==> src/rtl/devil_pkg.sv <==
// Shared encodings for the devil snoop-side logic: function codes, CTRL layout,
// CR response bit names and the snoop sequencer state type.
package devil_pkg;

  localparam logic [3:0] FUNC_OSH = 4'd0;
  localparam logic [3:0] FUNC_CON = 4'd1;
  localparam logic [3:0] FUNC_ADL = 4'd2;
  localparam logic [3:0] FUNC_ADT = 4'd3;
  localparam logic [3:0] FUNC_PDT = 4'd4;

  localparam int CTRL_EN_BIT      = 0;
  localparam int CTRL_FUNC_LSB    = 4;
  localparam int CTRL_FUNC_W      = 4;
  localparam int CTRL_ACFLT_BIT   = 8;
  localparam int CTRL_ADDRFLT_BIT = 9;
  localparam int CTRL_CRRESP_LSB  = 16;

  localparam int CRRESP_DATA_TRANSFER = 0;
  localparam int CRRESP_ERROR         = 1;
  localparam int CRRESP_PASS_DIRTY    = 2;
  localparam int CRRESP_IS_SHARED     = 3;
  localparam int CRRESP_WAS_UNIQUE    = 4;

  typedef enum logic [1:0] {
    ST_IDLE = 2'd0,
    ST_WAIT = 2'd1,
    ST_RESP = 2'd2,
    ST_DATA = 2'd3
  } snoop_state_e;

  // DataTransfer may only be advertised when a CD burst will actually follow.
  function automatic logic [4:0] cr_safe(input logic [4:0] resp, input logic [3:0] func);
    logic [4:0] r;
    r = resp;
    if (func != FUNC_PDT) r[CRRESP_DATA_TRANSFER] = 1'b0;
    return r;
  endfunction

endpackage

==> src/rtl/devil_snoop_filter.sv <==
// Combinational snoop match: enable AND snoop-type filter AND address-range filter.
module devil_snoop_filter #(
  parameter int ADDR_W = 44
) (
  input  logic              i_en,
  input  logic              i_acflt,
  input  logic              i_addrflt,
  input  logic [3:0]        i_cfg_snoop,
  input  logic [ADDR_W-1:0] i_base,
  input  logic [31:0]       i_size,
  input  logic [ADDR_W-1:0] i_addr,
  input  logic [3:0]        i_snoop,
  output logic              o_match
);

  logic [ADDR_W:0] w_hi;
  logic            w_type_ok;
  logic            w_addr_ok;

  // One extra bit so a window ending at the top of the address space cannot wrap.
  assign w_hi      = {1'b0, i_base} + {{(ADDR_W+1-32){1'b0}}, i_size};
  assign w_type_ok = !i_acflt || (i_snoop == i_cfg_snoop);
  assign w_addr_ok = !i_addrflt || ((i_addr >= i_base) && ({1'b0, i_addr} < w_hi));
  assign o_match   = i_en && w_type_ok && w_addr_ok;

endmodule

==> src/rtl/devil_snoop_ctrl.sv <==
// ACE snoop sequencer: accepts AC, classifies, waits the programmed delay,
// returns CR and, for PDT data-transfer responses, a full line of tamper data on CD.
module devil_snoop_ctrl
  import devil_pkg::*;
#(
  parameter int ADDR_W     = 44,
  parameter int DATA_W     = 128,
  parameter int LINE_BYTES = 64,
  parameter int DELAY_W    = 16,
  parameter int CNT_W      = 32
) (
  input  logic               clk_100MHz,
  input  logic               reset,
  input  logic               ctrl_en,
  input  logic [3:0]         ctrl_func,
  input  logic               ctrl_acflt,
  input  logic               ctrl_addrflt,
  input  logic [4:0]         ctrl_crresp,
  input  logic [3:0]         cfg_acsnoop,
  input  logic [ADDR_W-1:0]  cfg_base,
  input  logic [31:0]        cfg_size,
  input  logic [DELAY_W-1:0] cfg_delay,
  input  logic [DATA_W-1:0]  cfg_wdata,
  input  logic               acvalid,
  output logic               acready,
  input  logic [ADDR_W-1:0]  acaddr,
  input  logic [3:0]         acsnoop,
  output logic               crvalid,
  input  logic               crready,
  output logic [4:0]         crresp,
  output logic               cdvalid,
  input  logic               cdready,
  output logic [DATA_W-1:0]  cddata,
  output logic               cdlast,
  output logic               st_hit,
  output logic [CNT_W-1:0]   st_snoop_cnt,
  output logic [CNT_W-1:0]   st_hit_cnt
);

  localparam int BEATS  = LINE_BYTES * 8 / DATA_W;
  localparam int BEAT_W = (BEATS > 1) ? $clog2(BEATS) : 1;

  snoop_state_e       r_state, w_state_nxt;
  logic               w_match;
  logic               w_ac_hs;
  logic               w_last_beat;
  logic               r_match;
  logic               r_pdt;
  logic [4:0]         r_crresp;
  logic [DELAY_W-1:0] r_cnt;
  logic [DATA_W-1:0]  r_wdata;
  logic [BEAT_W-1:0]  r_beat;
  logic [CNT_W-1:0]   r_snoop_cnt;
  logic [CNT_W-1:0]   r_hit_cnt;

  devil_snoop_filter #(.ADDR_W(ADDR_W)) u_filter (
    .i_en        (ctrl_en),
    .i_acflt     (ctrl_acflt),
    .i_addrflt   (ctrl_addrflt),
    .i_cfg_snoop (cfg_acsnoop),
    .i_base      (cfg_base),
    .i_size      (cfg_size),
    .i_addr      (acaddr),
    .i_snoop     (acsnoop),
    .o_match     (w_match)
  );

  assign acready     = (r_state == ST_IDLE) && !reset;
  assign w_ac_hs     = acvalid && acready;
  assign w_last_beat = (r_beat == BEAT_W'(BEATS - 1));

  always_ff @(posedge clk_100MHz) begin
    if (reset) r_state <= ST_IDLE;
    else       r_state <= w_state_nxt;
  end

  always_comb begin
    w_state_nxt = r_state;
    crvalid     = 1'b0;
    crresp      = '0;
    cdvalid     = 1'b0;
    cddata      = '0;
    cdlast      = 1'b0;
    st_hit      = 1'b0;
    unique case (r_state)
      ST_IDLE: begin
        if (w_ac_hs) w_state_nxt = (w_match && (cfg_delay != '0)) ? ST_WAIT : ST_RESP;
      end
      ST_WAIT: begin
        if (r_cnt == DELAY_W'(1)) w_state_nxt = ST_RESP;
      end
      ST_RESP: begin
        crvalid = 1'b1;
        crresp  = r_crresp;
        if (crready) begin
          w_state_nxt = r_pdt ? ST_DATA : ST_IDLE;
          st_hit      = r_match && !r_pdt && !reset;
        end
      end
      ST_DATA: begin
        cdvalid = 1'b1;
        cddata  = r_wdata;
        cdlast  = w_last_beat;
        if (cdready && w_last_beat) begin
          w_state_nxt = ST_IDLE;
          st_hit      = !reset;
        end
      end
      default: w_state_nxt = ST_IDLE;
    endcase
  end

  // Everything the transaction needs is frozen at the AC handshake, including the
  // match outcome itself, so later config writes cannot reach it.
  always_ff @(posedge clk_100MHz) begin
    if (reset) begin
      r_match  <= 1'b0;
      r_pdt    <= 1'b0;
      r_crresp <= '0;
      r_cnt    <= '0;
      r_wdata  <= '0;
      r_beat   <= '0;
    end else begin
      if (w_ac_hs) begin
        r_match  <= w_match;
        r_pdt    <= w_match && ctrl_crresp[CRRESP_DATA_TRANSFER] && (ctrl_func == FUNC_PDT);
        r_crresp <= w_match ? cr_safe(ctrl_crresp, ctrl_func) : 5'b0;
        r_cnt    <= cfg_delay;
        r_wdata  <= cfg_wdata;
        r_beat   <= '0;
      end else begin
        if (r_state == ST_WAIT) r_cnt <= r_cnt - DELAY_W'(1);
        if (cdvalid && cdready) r_beat <= r_beat + BEAT_W'(1);
      end
    end
  end

  always_ff @(posedge clk_100MHz) begin
    if (reset) begin
      r_snoop_cnt <= '0;
      r_hit_cnt   <= '0;
    end else if (w_ac_hs) begin
      if (r_snoop_cnt != '1)          r_snoop_cnt <= r_snoop_cnt + CNT_W'(1);
      if (w_match && r_hit_cnt != '1) r_hit_cnt   <= r_hit_cnt + CNT_W'(1);
    end
  end

  assign st_snoop_cnt = r_snoop_cnt;
  assign st_hit_cnt   = r_hit_cnt;

endmodule

==> config.mk <==
export PLATFORM = sky130hd
export DESIGN_NAME = devil_snoop_ctrl
export DESIGN_NICKNAME = d
export VERILOG_FILES = /design/src/rtl/devil_pkg.sv /design/src/rtl/devil_snoop_filter.sv /design/src/rtl/devil_snoop_ctrl.sv
export SDC_FILE = /design/constraint.sdc
export NUM_CORES = 1
export LEC_CHECK = 0
export ABC_AREA = 0
export ABC_CLOCK_PERIOD_IN_PS = 14700
export BUFFER_PORTS_ARGS = -buffer_cell sky130_fd_sc_hd__buf_4
export CORE_AREA = 2 2 188 190
export DETAILED_ROUTE_END_ITERATION = 6
export DIE_AREA = 0 0 190 192
export PLACE_DENSITY = 0.67
export SLEW_MARGIN = 20
export SYNTH_ARGS = -nofsm -noshare
export SYNTH_HDL_FRONTEND = slang
export SYNTH_SLANG_ARGS = --single-unit
export TNS_END_PERCENT = 30
==> constraint.sdc <==
create_clock -name clk_100MHz -period 14.7 [get_ports clk_100MHz]
set_clock_uncertainty 0.05 [all_clocks]
set_input_delay 2.94 -clock clk_100MHz [delete_from_list [all_inputs] [get_ports clk_100MHz]]
set_output_delay 2.94 -clock clk_100MHz [all_outputs]
set_load 0.05 [all_outputs]
==> out/results.ini, run 1 <==
[synth]
synth.most_common_cell = nand2_1
syn_avg_cell_area_um2 = 7.89
synth_seq_cells = 219
synthesis.area_um2 = 14000
syn_nets = 2182
synth_edf_count = 0
synthXorXnorAreaFrac_pct = 4.71
yosys.area_share.simple_pct = 34.6
synth_fa_ha_area_share_pct = 11.3
seq_area_frac_synth_pct = 31.4
ys.flop_type = dfxtp_1
async_flop_share_pct = 0
ys_warn_count = 0
synth.area.top_cells = dfxtp_1 31%, ha_1 11%, nand2_1 9.1%
synthTopCellsByCount = 337 x nand2_1, 219 x dfxtp_1, 135 x and3_1, 130 x nand3b_1, 124 x ha_1
muxShareOfSynthArea_pct = 0.950
synthCells = 1768
ys_types = 84
synth_top_area_cell = dfxtp_1
synth_top_area_share_pct = 31.4
synth_compound_area_share_pct = 12.4
synth_top_family_by_area = simple AND/OR/NAND/NOR gates

[clocking]
clk_pin_slew_ns = 0.06
cts_tree = built
clock-root-buffer = clkbuf_16
cts_setup_buffers = 0
ctsResizeCount = 0
cts.sinks = 219
clk_latency_ns = 0.54
holdBufCountCts = 0
cts_buffers = 26
htreeDepth = 1
clockBufferDepth = 3

[final_layout]
fill_cells = 3218
final_net_count = 2608
area_growth_pct = 35.7
register_area_um2 = 4390
drive_gt1_share_pct = 26.0
multi_input_area_um2 = 8940
final_util_pct = 55.2

[timing]
period_share_pct = 57.5
final_hold_viol_count = 0
tightest_slew_ns = 1.02
worst_slack_ns = 6.24
drv_slew = 0
slew_headroom_pct = 31.7
final.min_clock_period_ns = 8.46
fin_setup_tns_ns = 0
rsz0062_at_grt = no
max_freq_ghz = 0.118
setup_viol = 0

[floorplan]
io_pins = 491
fp.dieW_um = 190
die_height_um = 192
start_util_pct = 40.7
fp.coreArea_um2 = 34300
rows = 68
die_area_um2 = 36500

[route]
met1_length_mm = 19.4
wl_met2_mm = 23.2
drt-total-wl_mm = 48.0
num_vias = 14336
top_layer = met4
dr.pass1.iters = 7
ant_nets = 0
wire_per_inst_um = 18.0
drc = 0
wl_met3_mm = 3.79
via_per_inst = 5.37
drt_iter0_markers = 786

[worst_setup_path]
critPathKind = in -> reg
reg2regPathDepth = 7
worst_setup_path_end_kind = flop
cp.arrival_ns = 8.82
startpoint_type = input port
cp_max_fo = 32
worst_ep_required_time_ns = 15.06

[worst_hold_path]
hold_class = reg -> reg
whs_path_depth = 2

[job]
max-cap-violations = 0

[run_status]
outcome = finished, final reports clean

[placement]
port_buffers = 490
dp_slack_ns = 5.68
gp_congestion = 0.926
dp.final_hpwl_mm = 35.9

[grt]
grt_start_max_net_pins = 151
grt_overflow_total = 0
grt_antenna_before_repair = 2
first_global_vias = 14077
grt_usage_pct = 25.1
grt_pass1_wl_mm = 74.3

[pwr]
finalPower_mw = 1.97
p_leak_nw = 9.51
peakVddDrop_v = 0.0000810
p_per_area_nw_per_um2 = 104

flip-flops by register name, indices dropped and copies added (netlist names):
register / cells
r_crresp: 5
st_hit_cnt: 32
r_match: 1
r_wdata: 128
r_beat: 2
st_snoop_cnt: 32
r_pdt: 1
r_cnt: 16
r_state: 2
cells in the final DEF, fill, tap and decap left out, types with 15 or more instances in the layout:
cell type / Yosys / layout
inv_1: 63 / 63
clkbuf_16: 0 / 27
nand3b_1: 130 / 130
and3_1: 135 / 135
a21oi_1: 87 / 87
o21ai_0: 48 / 48
nor2_1: 97 / 97
ha_1: 124 / 124
buf_4: 0 / 494
nor3_1: 34 / 34
xor2_1: 47 / 47
nand3_1: 26 / 26
xnor2_1: 28 / 28
nor4_1: 15 / 15
a21o_1: 32 / 32
nand4_1: 32 / 32
dfxtp_1: 219 / 217
nor2b_1: 19 / 19
nand2_1: 337 / 336
path summary, 6_finish.rpt:
check              start              to  slack [ns]
max          cfg_base[0]  st_hit_cnt[31]        6.24
min          r_crresp[3]     r_crresp[3]        0.39
max reg2reg   r_state[0]  st_hit_cnt[31]       10.90
min reg2reg  r_crresp[3]     r_crresp[3]        0.39
stage by stage:
step | instance area [µm²] | hold slack (ns) | std cells
floorplan | 14000 | 0.357 | 1768
global placement | 17900 | 0.375 | 2620
detailed placement | 17900 | 0.377 | 2620
CTS | 18900 | 0.386 | 2668
global route | 18900 | 0.403 | 2671
finish | 18900 | 0.386 | 2672
worst max-delay path, stage by stage:
cell	delay [ns]
buf_4	0.12
ha_1	0.20
inv_1	0.07
fa_1	0.25
nor2b_4	0.06
o31a_1	0.27
or4_4	0.51
a31o_4	0.27
a31oi_1	0.42
o21a_1	0.24
o21ai_0	0.09
a21oi_1	0.19
xor2_1	0.09
ha_1	0.20
a2111oi_0	0.26
o21ai_0	0.14
o22ai_1	0.18
a21oi_1	0.10
a211oi_2	0.27
o21ai_2	0.12
a211oi_4	0.61
nor2_4	0.28
or4_1	0.60
mux2_1	0.33
metal layers:
layer	track usage [%]	vias to the layer above
met2	43.6	495
li1	-	7068
met3	6.01	94
met5	0	-
met4	8.88	0
met1	30.2	6679
layout make-up:
type	count	area share, %
flip-flops and latches	219	23.2
inverters	63	1.25
well taps	455	3.01
multi-input cells	1387	47.2
diodes	3	0.0396
clock buffers	32	3.77
repair buffers	497	19.8
clock inverters	16	1.70
cell families after synthesis:
logic type	after synthesis
muxes	12
buffers and inverters	162
xor gates and xnor gates	75
and+or+nand+nor	911
AOI/OAI and AO/OA	264
adders and majority gates	125
DFF	219
where the power goes:
part           switching [mW]  leakage, nW  internal, mW
Combinational           0.295         7.21         0.201
Clock                   0.266        0.505         0.504
Sequential             0.0481         1.79         0.658
(Power assumes the default switching activity.)
==> run 2: changes to the inputs <==
ABC_CLOCK_PERIOD_IN_PS = 7700   (was 14700)
PLACE_DENSITY = 0.7   (was 0.67)
clock period = 7.7 ns   (was 14.7 ns; I/O delays follow)
==> run 2 against run 1 <==
Compared with the run above: combinational power is 91% higher; via count is 0.22% higher; first-iteration DRC count is 15% higher; cell area is 0.93% lower; setup slack worse by 5.1 ns; global-route usage is 0.12 points lower; sequential power is 91% higher.
==> out/results.ini, run 2 (synthesis gave the netlist of run 1 again) <==
[run_status]
outcome = finished, final reports clean  ; unchanged

[final_layout]
area_growth_pct = 34.4  ; was 35.7%
largest_reg_flops = 128  ; unchanged
layout_commonest_cell = buf_4  ; unchanged
final_net_count = 2608  ; unchanged
drive_gt1_share_pct = 25.9  ; was 26.0%
regMostFlops = r_wdata  ; unchanged
fill_cells = 3240  ; was 3218
stdcell_count = 2669  ; was 2672
final_cell_mix = 496 x buf_4, 336 x nand2_1, 217 x dfxtp_1, 135 x and3_1, 130 x nand3b_1  ; was 494 x buf_4, 336 x nand2_1, 217 x dfxtp_1, 135 x and3_1, 130 x nand3b_1

[clocking]
clockBufferDepth = 3  ; unchanged
cts_tree = built  ; unchanged
htreeDepth = 1  ; unchanged
clock-root-buffer = clkbuf_16  ; unchanged
cts.sinks = 219  ; unchanged
ctsResizeCount = 0  ; unchanged
clk_pin_slew_ns = 0.06  ; about the same
cts_setup_buffers = 0  ; unchanged
clk_latency_ns = 0.55  ; was 0.54 ns
cts_buffers = 26  ; unchanged
holdBufCountCts = 0  ; unchanged

[worst_setup_path]
critPathKind = in -> reg  ; unchanged
cp_common_cell = a21oi_1
worst_ep_required_time_ns = 8.07  ; was 15.06 ns
crit_chain = buf_4 -> ha_1 -> nand2_1 -> o21ai_0 -> o221ai_1 -> nand2b_1 -> a21oi_1 -> a21boi_0 -> o31ai_1 -> a31o_2 -> a21boi_0 -> xor2_1 -> ha_1 -> a21o_1 -> a21o_1 -> a21oi_1 -> o21ai_0 -> a21oi_1 -> o21ai_2 -> a211oi_4 -> nor2_4 -> or4_1 -> mux2_1  ; was buf_4 -> ha_1 -> inv_1 -> fa_1 -> nor2b_4 -> o31a_1 -> or4_4 -> a31o_4 -> a31oi_1 -> o21a_1 -> o21ai_0 -> a21oi_1 -> xor2_1 -> ha_1 -> a2111oi_0 -> o21ai_0 -> o22ai_1 -> a21oi_1 -> a211oi_2 -> o21ai_2 -> a211oi_4 -> nor2_4 -> or4_1 -> mux2_1
startpoint_type = input port  ; unchanged
cp.arrival_ns = 6.92  ; was 8.82 ns
cp_max_fo = 32  ; unchanged
crit_path_top_delay_cell = or4_1  ; was a211oi_4
ff2ff_setup_slack_ns = 3.65  ; was 10.90 ns
worst_setup_path_end_kind = flop  ; unchanged
slowest_delay_ns = 0.57  ; was 0.61 ns

[placement]
dp.final_hpwl_mm = 36.0  ; was 35.9 mm
port_buffers = 490  ; unchanged
dp_cells = 2621  ; was 2620
dp_slack_ns = 0.560  ; was 5.68 ns
gp_congestion = 0.897  ; was 0.926

[timing]
max_freq_ghz = 0.153
period_share_pct = 85.1
drv_slew = 0  ; unchanged
tightest_slew_ns = 1.04  ; was 1.02 ns
worst_slack_ns = 1.15  ; was 6.24 ns
final_hold_viol_count = 0  ; unchanged
setup_viol = 0  ; unchanged
final.min_clock_period_ns = 6.55
fin_setup_tns_ns = 0  ; unchanged
slew_headroom_pct = 30.8  ; was 31.7%
rsz0062_at_grt = no  ; unchanged

[floorplan]
die_height_um = 192  ; unchanged
start_util_pct = 40.7  ; unchanged
fp.coreArea_um2 = 34300  ; unchanged
io_pins = 491  ; unchanged
rows = 68  ; unchanged
die_area_um2 = 36500  ; unchanged
fp.dieW_um = 190  ; unchanged

[route]
drt-total-wl_mm = 48.3  ; was 48.0 mm
via_per_inst = 5.38  ; was 5.37
ant_nets = 0  ; unchanged
drt_iter0_markers = 902  ; was 786
drc = 0  ; unchanged
num_vias = 14367  ; was 14336
wire_per_inst_um = 18.1  ; was 18.0 µm
dr.pass1.iters = 5  ; was 7

[grt]
grt_usage_pct = 25.0  ; was 25.1%
first_global_vias = 14139  ; was 14077
grt_overflow_total = 0  ; unchanged
grt_start_max_net_pins = 121  ; was 151
grt_pass1_wl_mm = 73.8  ; was 74.3 mm
grt_antenna_before_repair = 4  ; was 2

[pwr]
p_per_area_nw_per_um2 = 190  ; was 104 nW/µm²
p_leak_nw = 9.43  ; was 9.51 nW
peakVddDrop_v = 0.000227  ; was 0.0000810 V

[worst_hold_path]
hold_class = reg -> reg  ; unchanged

[job]
max-cap-violations = 0  ; unchanged

[run 2: cell count changes in the layout (fill, tap and decap cells not counted)]
cell,delta
clkinv_16,+1
clkinv_8,-1
buf_6,-1
inv_8,+1
clkinv_4,-1
buf_12,-1
clkbuf_8,+1
buf_4,+2
bufinv_16,-6
clkbuf_16,-1
clkinv_2,+3
diode_2,-1
clkbuf_1,+1
[run 2: final timing paths]
path,start,end,depth (start not counted)
worst min register to register,r_crresp[1],r_crresp[1],2
worst min-delay path,r_crresp[1],r_crresp[1],2
worst max-delay path,cfg_base[2],st_hit_cnt[31],23
worst max register to register,r_state[1],st_snoop_cnt[30],9
[run 2: critical path: cells and delay by family]
family	cells	cell delay, ns
and+or+nand+nor	4	1.06
xor gates and xnor gates	1	0.16
adders and majority gates	2	0.53
buffers and inverters	1	0.12
muxes	1	0.32
AOI/OAI and AO/OA	14	3.16
[run 2: through the flow]
stage | hold slack, ns | instance area [µm²] | power, mW | util [%]
4_1_cts | 0.383 | 18800 | 3.58 | 54.7
5_1_grt | 0.404 | 18800 | 3.75 | 54.7
3_5_place_dp | 0.373 | 17900 | 2.31 | 52.1
3_3_place_gp | 0.375 | 17900 | 2.29 | 52.1
6_report | 0.381 | 18800 | 3.56 | 54.7
2_1_floorplan | 0.357 | 14000 | 1.97 | -
[run 2: cell type report]
cell class,count,area (µm²),area share [%]
clock inverter,13,174,0.927
inverter,63,236,1.26
multi-input combinational,1387,8940,47.7
sequential,219,4390,23.4
timing repair buffer,497,3730,19.9
tap,455,569,3.03
clock buffer,33,707,3.77
antenna,2,5.00,0.0267
[run 2: power breakdown]
| part | internal [mW] | switching, mW | leakage [nW] |
|---|---|---|---|
| Sequential | 1.26 | 0.0903 | 1.79 |
| Combinational | 0.381 | 0.568 | 7.21 |
| Clock | 0.754 | 0.510 | 0.434 |
[run 2: layer usage]
layer | part of all wire (%) | vias to the layer above | routed length (µm) | track usage (%)
li1 | - | 7072 | - | -
met1 | 40 | 6687 | 19200 | 29.1
met2 | 48 | 508 | 23200 | 43.6
met3 | 8.0 | 96 | 3880 | 6.14
met4 | 4.1 | 4 | 1960 | 10.7
met5 | 0.048 | - | 23 | 0
